===== src/rtl/ucounter16_arb.sv =====
// Round-robin sequencer that shares one external down-count timer among NREQ requesters.
// Each granted requester gets its delay loaded, counted to zero, then a one-cycle done pulse.
//
// state  | meaning
// IDLE   | waiting for a request; arbitration from ptr
// LOAD   | gnt pulse, preload counter with latched delay
// RUN    | counting down until the counter reads zero
// DONE   | done pulse, rotate ptr past the served requester
module ucounter16_arb #(
  parameter int NREQ = 2,
  parameter int SIZE = 16
) (
  input  logic                 clk,
  input  logic                 _areset,
  input  logic [NREQ-1:0]      req,
  input  logic [NREQ*SIZE-1:0] req_delay,
  input  logic                 abort,
  output logic [NREQ-1:0]      gnt,
  output logic [NREQ-1:0]      done,
  output logic                 busy,
  output logic                 err,
  output logic                 ctr_load,
  output logic [SIZE-1:0]      ctr_preld_val,
  output logic                 ctr_updown,
  output logic                 ctr_wrapstop,
  output logic                 ctr_aset,
  output logic                 ctr_carry_in,
  input  logic [SIZE-1:0]      ctr_dcount,
  input  logic                 ctr_overflow
);

  localparam int PW = (NREQ > 1) ? $clog2(NREQ) : 1;

  typedef enum logic [1:0] {S_IDLE, S_LOAD, S_RUN, S_DONE} state_t;

  state_t          state_q, state_d;
  logic [PW-1:0]   ptr_q, ptr_d;
  logic [PW-1:0]   id_q, id_d;
  logic [SIZE-1:0] dly_q, dly_d;
  logic            err_q, err_d;
  logic [PW-1:0]   win_id;
  logic            win_vld;

  function automatic logic [PW-1:0] wrap_add(input logic [PW-1:0] a, input int k);
    int s;
    s = int'(a) + k;
    if (s >= NREQ) s = s - NREQ;
    return PW'(s);
  endfunction

  // Scan from the highest offset down so the nearest set request after ptr wins.
  always_comb begin
    win_vld = 1'b0;
    win_id  = ptr_q;
    for (int k = NREQ - 1; k >= 0; k--) begin
      if (req[wrap_add(ptr_q, k)]) begin
        win_vld = 1'b1;
        win_id  = wrap_add(ptr_q, k);
      end
    end
  end

  always_comb begin
    state_d = state_q;
    ptr_d   = ptr_q;
    id_d    = id_q;
    dly_d   = dly_q;
    err_d   = err_q;
    case (state_q)
      S_IDLE: begin
        if (win_vld) begin
          id_d    = win_id;
          dly_d   = req_delay[int'(win_id)*SIZE +: SIZE];
          state_d = S_LOAD;
        end
      end
      S_LOAD: state_d = abort ? S_IDLE : S_RUN;
      S_RUN: begin
        if (ctr_overflow) err_d = 1'b1;
        if (abort) state_d = S_IDLE;
        else if (ctr_dcount == '0) state_d = S_DONE;
      end
      S_DONE: begin
        ptr_d   = wrap_add(id_q, 1);
        state_d = S_IDLE;
      end
      default: state_d = S_IDLE;
    endcase
  end

  always_ff @(posedge clk or negedge _areset) begin
    if (!_areset) begin
      state_q <= S_IDLE;
      ptr_q   <= '0;
      id_q    <= '0;
      dly_q   <= '0;
      err_q   <= 1'b0;
    end else begin
      state_q <= state_d;
      ptr_q   <= ptr_d;
      id_q    <= id_d;
      dly_q   <= dly_d;
      err_q   <= err_d;
    end
  end

  // Outputs decode only registered state, so reset clears them immediately.
  always_comb begin
    gnt  = '0;
    done = '0;
    if (state_q == S_LOAD) gnt[id_q] = 1'b1;
    if (state_q == S_DONE) done[id_q] = 1'b1;
  end

  assign busy          = (state_q != S_IDLE);
  assign err           = err_q;
  assign ctr_load      = (state_q == S_LOAD);
  assign ctr_preld_val = dly_q;
  assign ctr_carry_in  = (state_q == S_RUN) && (ctr_dcount != '0) && !abort;
  assign ctr_updown    = 1'b0;
  assign ctr_wrapstop  = 1'b0;
  assign ctr_aset      = 1'b0;

endmodule

===== config.mk =====
export PLATFORM = sky130hd
export DESIGN_NAME = ucounter16_arb
export DESIGN_NICKNAME = d
export VERILOG_FILES = /design/src/rtl/ucounter16_arb.sv
export SDC_FILE = /design/constraint.sdc
export NUM_CORES = 1
export LEC_CHECK = 0
export ABC_CLOCK_PERIOD_IN_PS = 3500
export CORE_MARGIN = 2
export CORE_UTILIZATION = 39
export CTS_CLUSTER_SIZE = 8
export DETAILED_ROUTE_END_ITERATION = 7
export PLACE_DENSITY = 0.86
export SLEW_MARGIN = 15
export SYNTH_ARGS = -nofsm -noshare
export SYNTH_HDL_FRONTEND = slang
export SYNTH_SLANG_ARGS = --single-unit

===== constraint.sdc =====
create_clock -name clk -period 3.5 [get_ports clk]
set_clock_uncertainty 0.1 [all_clocks]
set_input_delay 0.35 -clock clk [delete_from_list [all_inputs] [get_ports clk]]
set_output_delay 0.35 -clock clk [all_outputs]
set_load 0.02 [all_outputs]

---- After elaboration in Yosys (flattened, before gate mapping) ----
Index checks and enable logic that the tools add are counted.
word-level totals
  flip-flop bits (word level) ............. 21
  input bits .............................. 54
  logic and storage cells ................. 54
operators by class
  reduce and logical (&&, ||, !) cells .... 11
  $lt $le $gt $ge ......................... 7
  eq/ne operators ......................... 5
  add/subtract/negate cells ............... 5
  mux-type cells .......................... 20
  shift-type cells ........................ 1
operator list
  kind                                                                          count
  32-bit by 6-bit variable part select with 16-bit output                       1
  16-bit logical NOT                                                            1
  16-bit nonzero test                                                           1
  1-bit 2-to-1 mux                                                              12
  2-bit 2-to-1 mux                                                              6
  2-bit case mux with 4 select lines                                            1
  1-bit by 2-bit less-than comparator with 1-bit output, second input constant  3
  2-bit AND reduction                                                           3
  1-bit by 1-bit adder with 2-bit output, second input constant                 2
  2-bit equality test, second input constant                                    2
  2-bit >= comparator, second input constant                                    2
  1-bit logical AND                                                             3
  3-bit != test, second input constant                                          1
  1-bit subtractor, second input constant                                       3
  2-bit by 1-bit equality test with 1-bit output, second input constant         1
  1-bit by 2-bit >= comparator with 1-bit output, second input constant         1
  2-bit logical NOT                                                             1
  2-bit != test, second input constant                                          1
  2-bit nonzero test                                                            1
  1-bit demux with 1-bit select                                                 1
  1-bit >= comparator, second input constant                                    1
  1-bit logical NOT                                                             1

---- Logic depth before layout (Yosys ltp) ----
Gate-level depths: netlist of the first run.
  depth after elaboration ................. 9
  depth in mapped cells ................... 5

---- Worst setup path before layout of the first run ----
Ideal clock, no wire load.
  kind .................................... reg2out
  start point ............................. register state_q[0]
  end point ............................... output port ctr_carry_in
  stages on the path, launching flop included .. 3
  setup slack ............................. 1912 ps
  arrival time ............................ 1138 ps
  required time ........................... 3050 ps
  cells stage by stage .................... dfrtp_1 -> nand2b_1 -> nor3b_1
between the ends
  cells in the longest elaborated chain, start to end .. 3
RTL lines
  item                             RTL line  source
  from (decl)                      36        state_t state_q, state_d;
  from (signal assigned)           99        state_q <= state_d;
  2-bit equality test              119       assign ctr_carry_in = (state_q == S_RUN) && (ctr_dcount != '0) && !abort;
  1-bit logical AND (2 in series)  119
  to (decl)                        27        output logic ctr_carry_in,
No other way between the ends.

---- Final worst setup path of the first run ----
  start point ............................. register state_q[1]
  end point ............................... output port busy
between the ends
  cells in the longest elaborated chain, start to end .. 1
RTL lines
  item                RTL line  source
  2-bit nonzero test  115       assign busy = (state_q != S_IDLE);
  to (decl)           20        output logic busy,
No other way between the ends.

==> key figures, run 1 <==
Global routing
  – GRT Util Overall: 23.0%
  – Initial antenna violation count: 0
  – First-pass GRT wire length: 6.45 mm
  – Vias in the first global route: 1379
  – Pin count of the biggest net entering global routing: 35
  – Grt ovf: 0

Clock tree
  – PostCTS Resize Cnt: 0
  – Worst-path clk slew: 120 ps
  – Cts bufs inserted: 3
  – Total clock sinks: 21
  – CTS tree: built
  – Post-CTS Setup Repair Bufs: 0
  – CTS root buffer: clkbuf_4
  – Clock buffer depth: 2
  – Clk Latency, worst-skew pair: 290 ps
  – CTS H-tree depth: 1
  – Hold_buf cts: 0

Timing
  – Least-Margin Pin Slew: 945 ps
  – Max Slew Vio Count: 0
  – Fmax: 359 MHz
  – Worst relative slew slack: 36.8%
  – Final worst setup slack: 718 ps
  – Final setup fails: 0
  – Final-report hold violation count: 0
  – Period minus WS final: 2780 ps
  – Setup TNS after final layout: 0 ps
  – RSZ-0062 raised after global routing: no
  – Hold Slack: 391 ps
  – Fin crit share: 79.5%

Die
  – Die area: 3690 µm²
  – Rows: 20
  – Number of top-level pins: 81
  – Die W: 60.8 µm
  – Starting density of the core: 41.1%
  – Core area: 3050 µm²
  – Die H: 60.8 µm

Route
  – Via/cell ratio: 5.69
  – DR vias: 1383
  – Initial drt markers: 69
  – Pre-antenna DRT Iters: 4
  – Routed WL per cell: 16.5 µm
  – Routed Antenna Nets: 0
  – Final wirelength: 4.02 mm
  – Final routed DRC violation total: 0

Yosys
  – Avg Inst Size Synth: 9.45 µm²
  – Mapped Area: 1260 µm²
  – Synth top area cells: dfrtp_1 (42%), o2111ai_1 (22%), nand3_1 (6.4%), o21ai_1 (3.6%), o21ai_0 (3.2%)
  – Post-Syn Instances: 133
  – Synth area leader: dfrtp_1
  – Syn. warnings: 0
  – Synth top area share: 41.8%
  – Sequential fraction of the synthesis area: 41.8%
  – Post-synth cell types: 27
  – #FFs+latches synth: 21

Worst setup path
  – Worst-path cell chain: nor2_4, inv_2, clkdlybuf4s50_1
  – Req. time, crit path: 3050 ps
  – Crit path kind: flop to output pin
  – Critical path's top delay family: buffers and inverters
  – Crit path max fanout: 34
  – CP peak stage delay: 620 ps
  – Crit path buffers/inverters: 2
  – CP max-delay cell: clkdlybuf4s50_1
  – Startpoint type of the worst setup path: flop
  – Worst setup EP type: output pin
  – WP data arrival: 2330 ps

Pwr
  – Power Total: 1.41 mW
  – Sw Ratio: 45.6%
  – Pint: 0.769 mW
  – Clk network pwr share: 8.3%
  – Comb pwr share: 58.6%
  – Switching Power: 0.645 mW
  – Static Leak: 0.772 nW
  – Maximum VDD drop: 0.437 mV
  – Flop pwr share: 33.1%
  – Power Dens Cells: 704 nW/µm²

Place
  – DP HPWL: 2.94 mm
  – Routability cong.: 0.715
  – Placed insts: 239
  – Port Buffers: 77
  – Post-DP Area: 1980 µm²
  – Place WS: 1080 ps

Worst hold path
  – HP Class: flop to flop

Job
  – Max-cap violation count: 0

Final layout
  – Nets: 254
  – Final Cell Area: 2010 µm²
  – Antenna diode count: 0
  – P&R area growth vs syn: 60.0%
  – Layout Cells excl Fill: 243
  – Util after Layout: 65.8%
  – Layout cell share with drive strength beyond 1: 4.02%

Outcome
  – Status: finished, final reports clean
-- synthesized netlist by cell type --
master,number
o21ai_1,9
nor2_4,2
inv_2,2
buf_4,5
o2111ai_1,32
a21oi_1,1
nand4_1,1
o211ai_1,1
nor2_1,2
nand2b_1,2
mux2_2,1
clkbuf_1,3
buf_6,2
a21o_1,1
nand3_1,16
buf_2,7
nor4_1,4
dfrtp_1,21
a311oi_1,1
nand2_1,2
nor3b_1,1
and3_1,1
and2_1,1
conb_1,1
inv_1,5
o21bai_1,1
o21ai_0,8
-- worst paths after layout --
path	from	cells after the start	to	slack, ps
min in group asynchronous	_areset	1	ctr_preld_val[2]	470
max	state_q[1]	3	busy	720
min	err	1	err	390
min reg2reg	err	1	err	390
max reg2reg	state_q[1]	4	ctr_preld_val[12]	1540
max in group asynchronous	_areset	1	ctr_preld_val[7]	2260
-- final cells by class --
cell class | instances | area [µm²]
multi-input cells | 90 | 606
fillers | 277 | 1040
repair buffers | 77 | 771
inverters | 7 | 26.3
clock buffers | 4 | 26.3
flip-flops and latches | 21 | 526
well taps | 44 | 55.1
-- power by group through the flow --
stage / clock, mW / sequential (mW) / combinational (mW)
floorplan: 0 / 0.542 / 0.398
CTS: 0.118 / 0.467 / 0.829
detailed placement: 0 / 0.471 / 0.827
global route: 0.130 / 0.487 / 0.894
finish: 0.118 / 0.467 / 0.828
global placement: 0 / 0.466 / 0.801
-- layout by cell type, fill, tap and decap left out --
master	n
o2111ai_1	32
conb_1	3
nor4_1	4
a311oi_1	1
o21ai_0	8
nand2b_1	2
o21bai_1	1
a21oi_1	1
clkbuf_1	1
nor2_1	2
nand4_1	1
clkdlybuf4s50_1	77
mux2_2	1
inv_2	2
nor2_4	2
nand3_1	16
nor3b_1	1
dfrtp_1	21
and3_1	1
clkbuf_4	3
inv_1	5
o21ai_1	9
a21o_1	1
o211ai_1	1
nand2_1	2
and2_1	1
-- routing by layer --
metal,share of wire [%],global-route usage (%),up-vias
met4,0.72,5.59,0
met3,6.6,3.62,4
met5,0,0,-
li1,-,-,662
met2,50,39.6,66
met1,43,30.2,651
-- state kept, by name, indices dropped and copies added, names as in the netlist --
| signal | count |
|---|---|
| ptr_q | 1 |
| ctr_preld_val | 16 |
| err | 1 |
| id_q | 1 |
| state_q | 2 |
-- cells by family (layout without fill, tap and decap cells) --
kind of cell | Yosys count | count (layout) | share of synthesized area (%)
AOI/OAI and AO/OA | 54 | 54 | 32.0
buffers and inverters | 24 | 88 | 10.6
DFF | 21 | 21 | 41.8
muxes | 1 | 1 | 0.896
other | 1 | 3 | 0.299
and+or+nand+nor | 32 | 32 | 14.4
Power figures use the tool's default switching activity.
==> inputs of run 2 (changes only) <==
--- a/config.mk
+++ b/config.mk
@@ -5,12 +5,12 @@
 export SDC_FILE = /design/constraint.sdc
 export NUM_CORES = 1
 export LEC_CHECK = 0
-export ABC_CLOCK_PERIOD_IN_PS = 3500
+export ABC_CLOCK_PERIOD_IN_PS = 2680
 export CORE_MARGIN = 2
-export CORE_UTILIZATION = 39
+export CORE_UTILIZATION = 36
 export CTS_CLUSTER_SIZE = 8
 export DETAILED_ROUTE_END_ITERATION = 7
-export PLACE_DENSITY = 0.86
+export PLACE_DENSITY = 0.8
 export SLEW_MARGIN = 15
 export SYNTH_ARGS = -nofsm -noshare
 export SYNTH_HDL_FRONTEND = slang
==> constraint.sdc (replaced) <==
create_clock -name clk -period 2.68 [get_ports clk]
set_clock_uncertainty 0.1 [all_clocks]
set_input_delay 0.268 -clock clk [delete_from_list [all_inputs] [get_ports clk]]
set_output_delay 0.268 -clock clk [all_outputs]
set_load 0.02 [all_outputs]
==> key figures, run 2 (synthesized netlist as in run 1, its figures left out) <==
Die
  – Die area: 3980 µm² (was 3690 µm²)
  – Starting density of the core: 37.6% (was 41.1%)
  – Die W: 63.1 µm (was 60.8 µm)
  – Rows: 21 (was 20)
  – Die H: 63.1 µm (was 60.8 µm)
  – Number of top-level pins: 81 (unchanged)
  – Core area: 3340 µm² (was 3050 µm²)

Outcome
  – Status: finished, final reports clean (unchanged)

Clock tree
  – Clk Latency, worst-skew pair: 300 ps (was 290 ps)
  – CTS H-tree depth: 1 (unchanged)
  – Total clock sinks: 21 (unchanged)
  – Post-CTS Setup Repair Bufs: 0 (unchanged)
  – Clock buffer depth: 2 (unchanged)
  – Worst-path clk slew: 120 ps (about the same)
  – Hold_buf cts: 0 (unchanged)
  – CTS root buffer: clkbuf_4 (unchanged)
  – CTS tree: built (unchanged)
  – PostCTS Resize Cnt: 0 (unchanged)
  – Cts bufs inserted: 3 (unchanged)

Pwr
  – Flop pwr share: 32.6% (was 33.1%)
  – Static Leak: 0.786 nW (was 0.772 nW)
  – Power Dens Cells: 920 nW/µm² (was 704 nW/µm²)
  – Switching Power: 0.854 mW (was 0.645 mW)
  – Maximum VDD drop: 0.542 mV (was 0.437 mV)
  – Comb pwr share: 59.0% (was 58.6%)
  – Sw Ratio: 45.7% (was 45.6%)
  – Pint: 1.02 mW (was 0.769 mW)
  – Clk network pwr share: 8.4% (was 8.3%)
  – Power Total: 1.87 mW (was 1.41 mW)

Final layout
  – Util after Layout: 61.0% (was 65.8%)
  – Final Cell Area: 2030 µm² (was 2010 µm²)
  – Most frequent cells in the layout: clkdlybuf4s50_1 (77), o2111ai_1 (32), dfrtp_1 (21) (unchanged)
  – Commonest non-fill, non-tap cell in the layout: clkdlybuf4s50_1 (unchanged)
  – Max reg flops: 16 (unchanged)
  – Antenna diode count: 0 (unchanged)
  – P&R area growth vs syn: 62.0% (was 60.0%)
  – Nets: 257 (was 254)
  – Layout Cells excl Fill: 248 (was 243)
  – Layout cell share with drive strength beyond 1: 5.45% (was 4.02%)

Worst hold path
  – HP Class: input port to asynchronous set/reset pin (was flop to flop)

Route
  – Via/cell ratio: 5.91 (was 5.69)
  – Final routed DRC violation total: 0 (unchanged)
  – DR vias: 1465 (was 1383)
  – Pre-antenna DRT Iters: 4 (unchanged)
  – Final wirelength: 4.22 mm (was 4.02 mm)
  – Routed WL per cell: 17.0 µm (was 16.5 µm)
  – Initial drt markers: 46 (was 69)
  – Routed Antenna Nets: 0 (unchanged)

Worst setup path
  – Req. time, crit path: 2310 ps (was 3050 ps)
  – Startpoint type of the worst setup path: flop (unchanged)
  – Crit path kind: flop to output pin (unchanged)
  – WP data arrival: 1910 ps (was 2330 ps)
  – Cell count of the worst reg-to-reg path: 3 (was 4)
  – Worst setup EP type: output pin (unchanged)
  – Crit path max fanout: 6 (was 34)

Timing
  – Final setup fails: 0 (unchanged)
  – Least-Margin Pin Slew: 965 ps (was 945 ps)
  – Max Slew Vio Count: 0 (unchanged)
  – Fin crit share: 85.2%
  – Worst relative slew slack: 35.5% (was 36.8%)
  – Final worst setup slack: 398 ps (was 718 ps)
  – Setup TNS after final layout: 0 ps (unchanged)
  – RSZ-0062 raised after global routing: no (unchanged)
  – Final-report hold violation count: 0 (unchanged)
  – Period minus WS final: 2280 ps
  – Fmax: 438 MHz
  – Hold Slack: 382 ps (was 391 ps)

Global routing
  – GRT Util Overall: 21.7% (was 23.0%)
  – Grt ovf: 0 (unchanged)
  – Initial antenna violation count: 0 (unchanged)
  – First-pass GRT wire length: 6.98 mm (was 6.45 mm)
  – Vias in the first global route: 1431 (was 1379)
  – Pin count of the biggest net entering global routing: 34 (was 35)

Place
  – Port Buffers: 77 (unchanged)
  – Post-DP Area: 2010 µm² (was 1980 µm²)
  – DP HPWL: 3.07 mm (was 2.94 mm)
  – Routability cong.: 0.761 (was 0.715)
  – Place WS: 454 ps (was 1080 ps)
  – Placed insts: 244 (was 239)

Job
  – Max-cap violation count: 0 (unchanged)
## run 2: cell types whose count changed in the layout (fill, tap and decap cells not counted)
| cell | delta |
|---|---|
| buf_4 | +3 |
## run 2: final cells by class
cell class / count / area, µm²
clock buffer: 4 / 26.3
fill: 308 / 1300
inverter: 7 / 26.3
multi-input combinational: 90 / 606
sequential: 21 / 526
tap: 46 / 57.6
timing repair buffer: 80 / 793
## run 2: final timing paths
kind                                  from                 to  slack [ps]
worst max-delay path            state_q[0]       ctr_carry_in         400
worst min-delay path               _areset  ctr_preld_val[11]         380
worst max register to register       ptr_q   ctr_preld_val[3]         800
worst min register to register         err                err         390
max in group asynchronous          _areset   ctr_preld_val[7]        1510
min in group clk                       err                err         390
## run 2: critical path, stage by stage (launching register included)
cell             delay (ps)
dfrtp_1                 480
nand2b_1                240
nor3b_1                 230
clkdlybuf4s50_1         660
## run 2: power by group through the flow
stage,Sequential (mW),Clock (mW),Combinational (mW)
finish,0.610,0.158,1.10
floorplan,0.707,0,0.519
global route,0.631,0.170,1.18
CTS,0.608,0.160,1.10
detailed placement,0.610,0,1.10
global placement,0.609,0,1.07
## run 2: per-layer routing
layer  up-vias  part of all wire, %  global-route usage (%)
met2        73                   50                    37.5
met4         0                 0.85                    5.83
met5         -                    0                       0
li1        669                    -                       -
met1       719                   41                    27.4
met3         4                  7.5                    4.46
